[src/rtl/pipeline_ctrl.sv]
// Hazard / stall / flush sequencer for the 5-stage core.
// Resolves memory waits, branch flushes and load-use bubbles, and keeps saturating perf counters.
module pipeline_ctrl #(
  parameter int FLUSH_EXTRA = 1,
  parameter int MEM_TIMEOUT = 255,
  parameter int CNT_W       = 32
) (
  input  logic             clk,
  input  logic             rst,
  input  logic [4:0]       rs1_id,
  input  logic [4:0]       rs2_id,
  input  logic             rs1_used,
  input  logic             rs2_used,
  input  logic [4:0]       rd_ex,
  input  logic             load_ex,
  input  logic             branch_taken_ex,
  input  logic             mem_access,
  input  logic             mem_ack,
  input  logic             perf_clr,
  output logic             hazard,
  output logic             stall_mem,
  output logic             flush,
  output logic             pc_hold,
  output logic             mem_timeout,
  output logic [CNT_W-1:0] stall_cycles,
  output logic [CNT_W-1:0] hazard_count,
  output logic [CNT_W-1:0] flush_count
);
  localparam int TW = (MEM_TIMEOUT > 1) ? $clog2(MEM_TIMEOUT + 1) : 1;
  localparam int FW = (FLUSH_EXTRA > 1) ? $clog2(FLUSH_EXTRA + 1) : 1;
  localparam logic [TW-1:0] TMAX = TW'(MEM_TIMEOUT);

  typedef enum logic [1:0] {RUN, MEM_WAIT, FLUSH} state_t;

  state_t          state_q, state_d;
  logic [TW-1:0]   timer_q, timer_d;
  logic [FW-1:0]   left_q, left_d;
  logic            stall_c, flush_c, hz_c, to_c, accept_c, load_use;
  logic [CNT_W-1:0] stall_q, haz_q, flush_q;

  assign load_use = load_ex && (rd_ex != 5'd0) &&
                    ((rs1_used && (rs1_id == rd_ex)) || (rs2_used && (rs2_id == rd_ex)));

  always_comb begin
    state_d  = RUN;
    timer_d  = '0;
    left_d   = '0;
    stall_c  = 1'b0;
    flush_c  = 1'b0;
    hz_c     = 1'b0;
    to_c     = 1'b0;
    accept_c = 1'b0;
    if (state_q == MEM_WAIT) begin
      stall_c = !mem_ack && (timer_q != TMAX);
      to_c    = !mem_ack && (timer_q == TMAX);
    end else begin
      stall_c = mem_access && !mem_ack;
    end
    // Stall wins; a frozen EX re-presents its branch once memory releases.
    if (stall_c) begin
      state_d = MEM_WAIT;
      timer_d = (state_q == MEM_WAIT) ? timer_q + TW'(1) : TW'(1);
    end else if (branch_taken_ex) begin
      flush_c  = 1'b1;
      accept_c = 1'b1;
      if (FLUSH_EXTRA > 0) begin
        state_d = FLUSH;
        left_d  = FW'(FLUSH_EXTRA);
      end
    end else if (state_q == FLUSH) begin
      flush_c = 1'b1;
      if (left_q > FW'(1)) begin
        state_d = FLUSH;
        left_d  = left_q - FW'(1);
      end
    end
    hz_c = load_use && !stall_c && !flush_c;
    if (rst) begin
      stall_c  = 1'b0;
      flush_c  = 1'b0;
      hz_c     = 1'b0;
      to_c     = 1'b0;
      accept_c = 1'b0;
    end
  end

  always_ff @(posedge clk) begin
    if (rst) begin
      state_q <= RUN;
      timer_q <= '0;
      left_q  <= '0;
    end else begin
      state_q <= state_d;
      timer_q <= timer_d;
      left_q  <= left_d;
    end
  end

  always_ff @(posedge clk) begin
    if (rst || perf_clr) begin
      stall_q <= '0;
      haz_q   <= '0;
      flush_q <= '0;
    end else begin
      if (stall_c  && (stall_q != '1)) stall_q <= stall_q + CNT_W'(1);
      if (hz_c     && (haz_q   != '1)) haz_q   <= haz_q   + CNT_W'(1);
      if (accept_c && (flush_q != '1)) flush_q <= flush_q + CNT_W'(1);
    end
  end

  assign hazard       = hz_c;
  assign stall_mem    = stall_c;
  assign flush        = flush_c;
  assign pc_hold      = hz_c || stall_c;
  assign mem_timeout  = to_c;
  // Counters read as zero for the whole reset cycle, not just after the edge.
  assign stall_cycles = rst ? '0 : stall_q;
  assign hazard_count = rst ? '0 : haz_q;
  assign flush_count  = rst ? '0 : flush_q;
endmodule
[config.mk]
export PLATFORM = sky130hd
export DESIGN_NAME = pipeline_ctrl
export DESIGN_NICKNAME = d
export VERILOG_FILES = /design/src/rtl/pipeline_ctrl.sv
export SDC_FILE = /design/constraint.sdc
export NUM_CORES = 1
export LEC_CHECK = 0
export ABC_AREA = 1
export CAP_MARGIN = 20
export CELL_PAD_IN_SITES_DETAIL_PLACEMENT = 1
export CELL_PAD_IN_SITES_GLOBAL_PLACEMENT = 1
export CORE_MARGIN = 4
export CORE_UTILIZATION = 36
export DETAILED_ROUTE_END_ITERATION = 10
export GPL_TIMING_DRIVEN = 0
export HOLD_SLACK_MARGIN = 0.15
export PLACE_DENSITY_LB_ADDON = 0.1
export RECOVER_POWER = 100
export SYNTH_ARGS = -nofsm -noshare
export SYNTH_HDL_FRONTEND = slang
export SYNTH_SLANG_ARGS = --single-unit
[constraint.sdc]
create_clock -name clk -period 2.63 [get_ports clk]
set_clock_uncertainty 0.05 [all_clocks]
set_input_delay 0.526 -clock clk [delete_from_list [all_inputs] [get_ports clk]]
set_output_delay 0.526 -clock clk [all_outputs]
set_load 0.03 [all_outputs]
==> run metrics <==
Setup TNS=0 ps; top post-synthesis cells by area=dfxtp_1 31%, nand2_1 18%, nor2_1 14%; drt pass-1 iters=4; total track usage=22.3%; clock root buffer=clkbuf_16; RR Startpoint=timer_q[0]; Crit Path Class=input port to primary output; GPL Wtd Cong=0.887; Hold Crit Class=register to register; max frequency=0.389 GHz; complex-gate fraction of the synthesized area=5.22%; Tcrit/Tclk final=between 90% and 100%; CP endpoint kind=primary output; minimum clock period=about 2600 ps; Simple-Gate Fraction of Synth Area=between 40% and 50%; LEAKAGE=between 3 and 4 nW; Cells after Synth=between 1000 and 1500; # diodes=0; largest family of logic cells by synthesized area=simple AND/OR/NAND/NOR gates; first-pass GRT wire length=39.6 mm; Ys Warns=0; Die X=~150 um; global route overflow=0; Max clock buf depth=2; Min-Delay Path Depth=1; final hold viol count=0; # setup viols final=0; H-tree Lvls=3; synth unique cells=32; cell-internal power=~2.5 mW; post-synth top area cell=dfxtp_1; hpwl dp=roughly 19 mm; pwr dens=372 nW/um^2; layout cells sized above 1=under 10%; Area Overhead vs Synth=26.4%; Post-synth top flop=dfxtp_1; Synth top area share=between 30% and 40%; XOR/XNOR share of the synthesized area=around 3.8%; Core ar.=18800 sq um; I/O pin count=around 130; initial antenna violation count=0; net switching power=about 0.8 mW; Die Ht=about 150 um; reg2reg path depth=16; post-route ant nets=0; slew margin rel.=between 50 and 60%; Synth Net Count=1222; RSZ-0062 raised after global routing=yes; Starting Density=36.9%; Reg clk slew, reported paths=about 70 ps; asr flop ratio synth=0%; worst r2r dst=haz_q[17]; Max VDD drop=~0.31 mV; layout filler cell count=2672; largest net degree at the start of global routing=16; Sw Share=between 20% and 30%; Wirelength per Cell=~15 um; Worst Hold Path EP=timer_q[0]; top-count cell post-synth=nand2_1; Post-synth top cells=325 x nand2_1, 260 x nor2_1, 158 x inv_1; fin util=46.6%; vias in the first global route=7887; Clock Power Share=a little over two fifths; syn_area_per_cell=5.82 sq um; Slew Limit Fails=0; Reg power frac=roughly 49%; Num CTS Buffers=9; Routed WL=24.4 mm; crit start category=input port; # rows=50; hold path start=timer_q[0]; Clock Sinks=106; Die ar.=21600 sq um; Post-synth EDFFs=0; register area share after synthesis=30.5%; run status=complete, no violations; Iter 0 DRT Violations=287; worst hold slack=~400 ps; Max-Cap Viols=0; Comb power frac=between 7 and 8%; Final Power=around 3.3 mW; worst slew pin tran=between 600 and 700 ps; Crit path required time=between 2000 and 2500 ps; Via Count=7833; Layout Nets=1360; synthesized cell area=approximately 6900 sq um; worst-skew pair later-pin latency=350 ps; port bufs=about 120; vias per inst=4.90; proportion of synthesized area in mux cells=0%; Crit path arrival time=1990 ps; Synth Area in Adders=0.720%; CTS tree=built; Synth Register Bits=roughly 110; CP Max Fanout=10; # DRC=0; internal reg-to-reg setup slack=around 250 ps
cells by family (layout without fill, tap and decap cells):
kind of cell / Yosys count / in the layout
adders and majority gates: 4 / 4
and+or+nand+nor: 779 / 779
AOI/OAI and AO/OA: 71 / 71
DFF: 106 / 106
buffers and inverters: 204 / 347
xor gates and xnor gates: 30 / 30
power groups by stage:
stage / Combinational, mW / Sequential (mW) / Clock [mW]
6_report: 0.243 / 1.61 / 1.41
5_1_grt: 0.269 / 1.61 / 1.51
4_1_cts: 0.244 / 1.61 / 1.46
3_5_place_dp: 0.236 / 1.65 / 0
3_3_place_gp: 0.231 / 1.65 / 0
2_1_floorplan: 0.127 / 1.65 / 0
registers in the layout (all words and copies together), names as in the netlist:
signal   flops
haz_q       32
flush_q     32
state_q      2
timer_q      8
stall_q     32
critical path, stage by stage:
cell and delay (ps):
dlygate4sd2_1 400, clkbuf_8 260, clkbuf_8 200, buf_4 180, nor2_1 60, dlygate4sd2_1 350
worst max path at each step:
stage                     from               to  slack (ps)  cells past startpoint
finish                     rst  flush_count[29]          60                      6
global route               rst  flush_count[26]         -10                      6
CTS                        rst  flush_count[29]          50                      6
detailed placement         rst  flush_count[29]       -1590                      6
global placement           rst  flush_count[21]       -1570                      6
floorplan           timer_q[0]          pc_hold         290                      9
per-stage QoR:
stage	cells	cell area (sq um)	worst slack [ps]
after detailed placement	1578	8510	-1590
after CTS	1596	8760	49.1
final	1597	8780	61.1
after global routing	1597	8780	-11.3
after floorplan	1194	6950	294
after global placement	1578	8510	-1570
cell usage in the layout (no fill, tap or decap), types with 12 or more instances in the layout:
| cell type | netlist | layout |
|---|---|---|
| a21oi_1 | 53 | 52 |
| clkbuf_1 | 19 | 12 |
| clkdlybuf4s50_1 | 0 | 18 |
| dfxtp_1 | 106 | 105 |
| dlygate4sd2_1 | 0 | 99 |
| inv_1 | 158 | 157 |
| nand2_1 | 325 | 323 |
| nand3_1 | 76 | 76 |
| nand4_1 | 29 | 29 |
| nor2_1 | 260 | 260 |
| nor3_1 | 57 | 57 |
| o21ai_0 | 14 | 13 |
| xor2_1 | 27 | 27 |
metal layers:
layer | vias up | part of all wire (%) | global-route usage, %
met4 | 0 | 0.85 | 3.82
met5 | - | 0 | 0
li1 | 3974 | - | -
met3 | 14 | 3.6 | 4.04
met1 | 3716 | 47 | 29.0
met2 | 129 | 48 | 39.2
cell type report:
| cell class | instances | area [sq um] | share of cell area (%) |
|---|---|---|---|
| multi-input combinational | 884 | 3990 | 45.5 |
| sequential | 106 | 2120 | 24.2 |
| timing repair buffer | 128 | 1160 | 13.2 |
| inverter | 164 | 618 | 7.04 |
| tap | 260 | 325 | 3.70 |
| buffer | 39 | 268 | 3.05 |
| clock buffer | 14 | 264 | 3.01 |
| clock inverter | 2 | 35.0 | 0.399 |
timing repair:
| item | 4_1_cts | 5_1_grt |
|---|---|---|
| resized for setup | 136 | 12 |
| pin swaps | 1 | 1 |
| buffers inserted | 2 | 1 |
| setup endpoints to repair | 151 | 13 |
| hold buffers | 0 | 0 |
| hold endpoints to repair | 0 | 0 |
| cloned | 1 | 0 |
(Power assumes the default switching activity.)
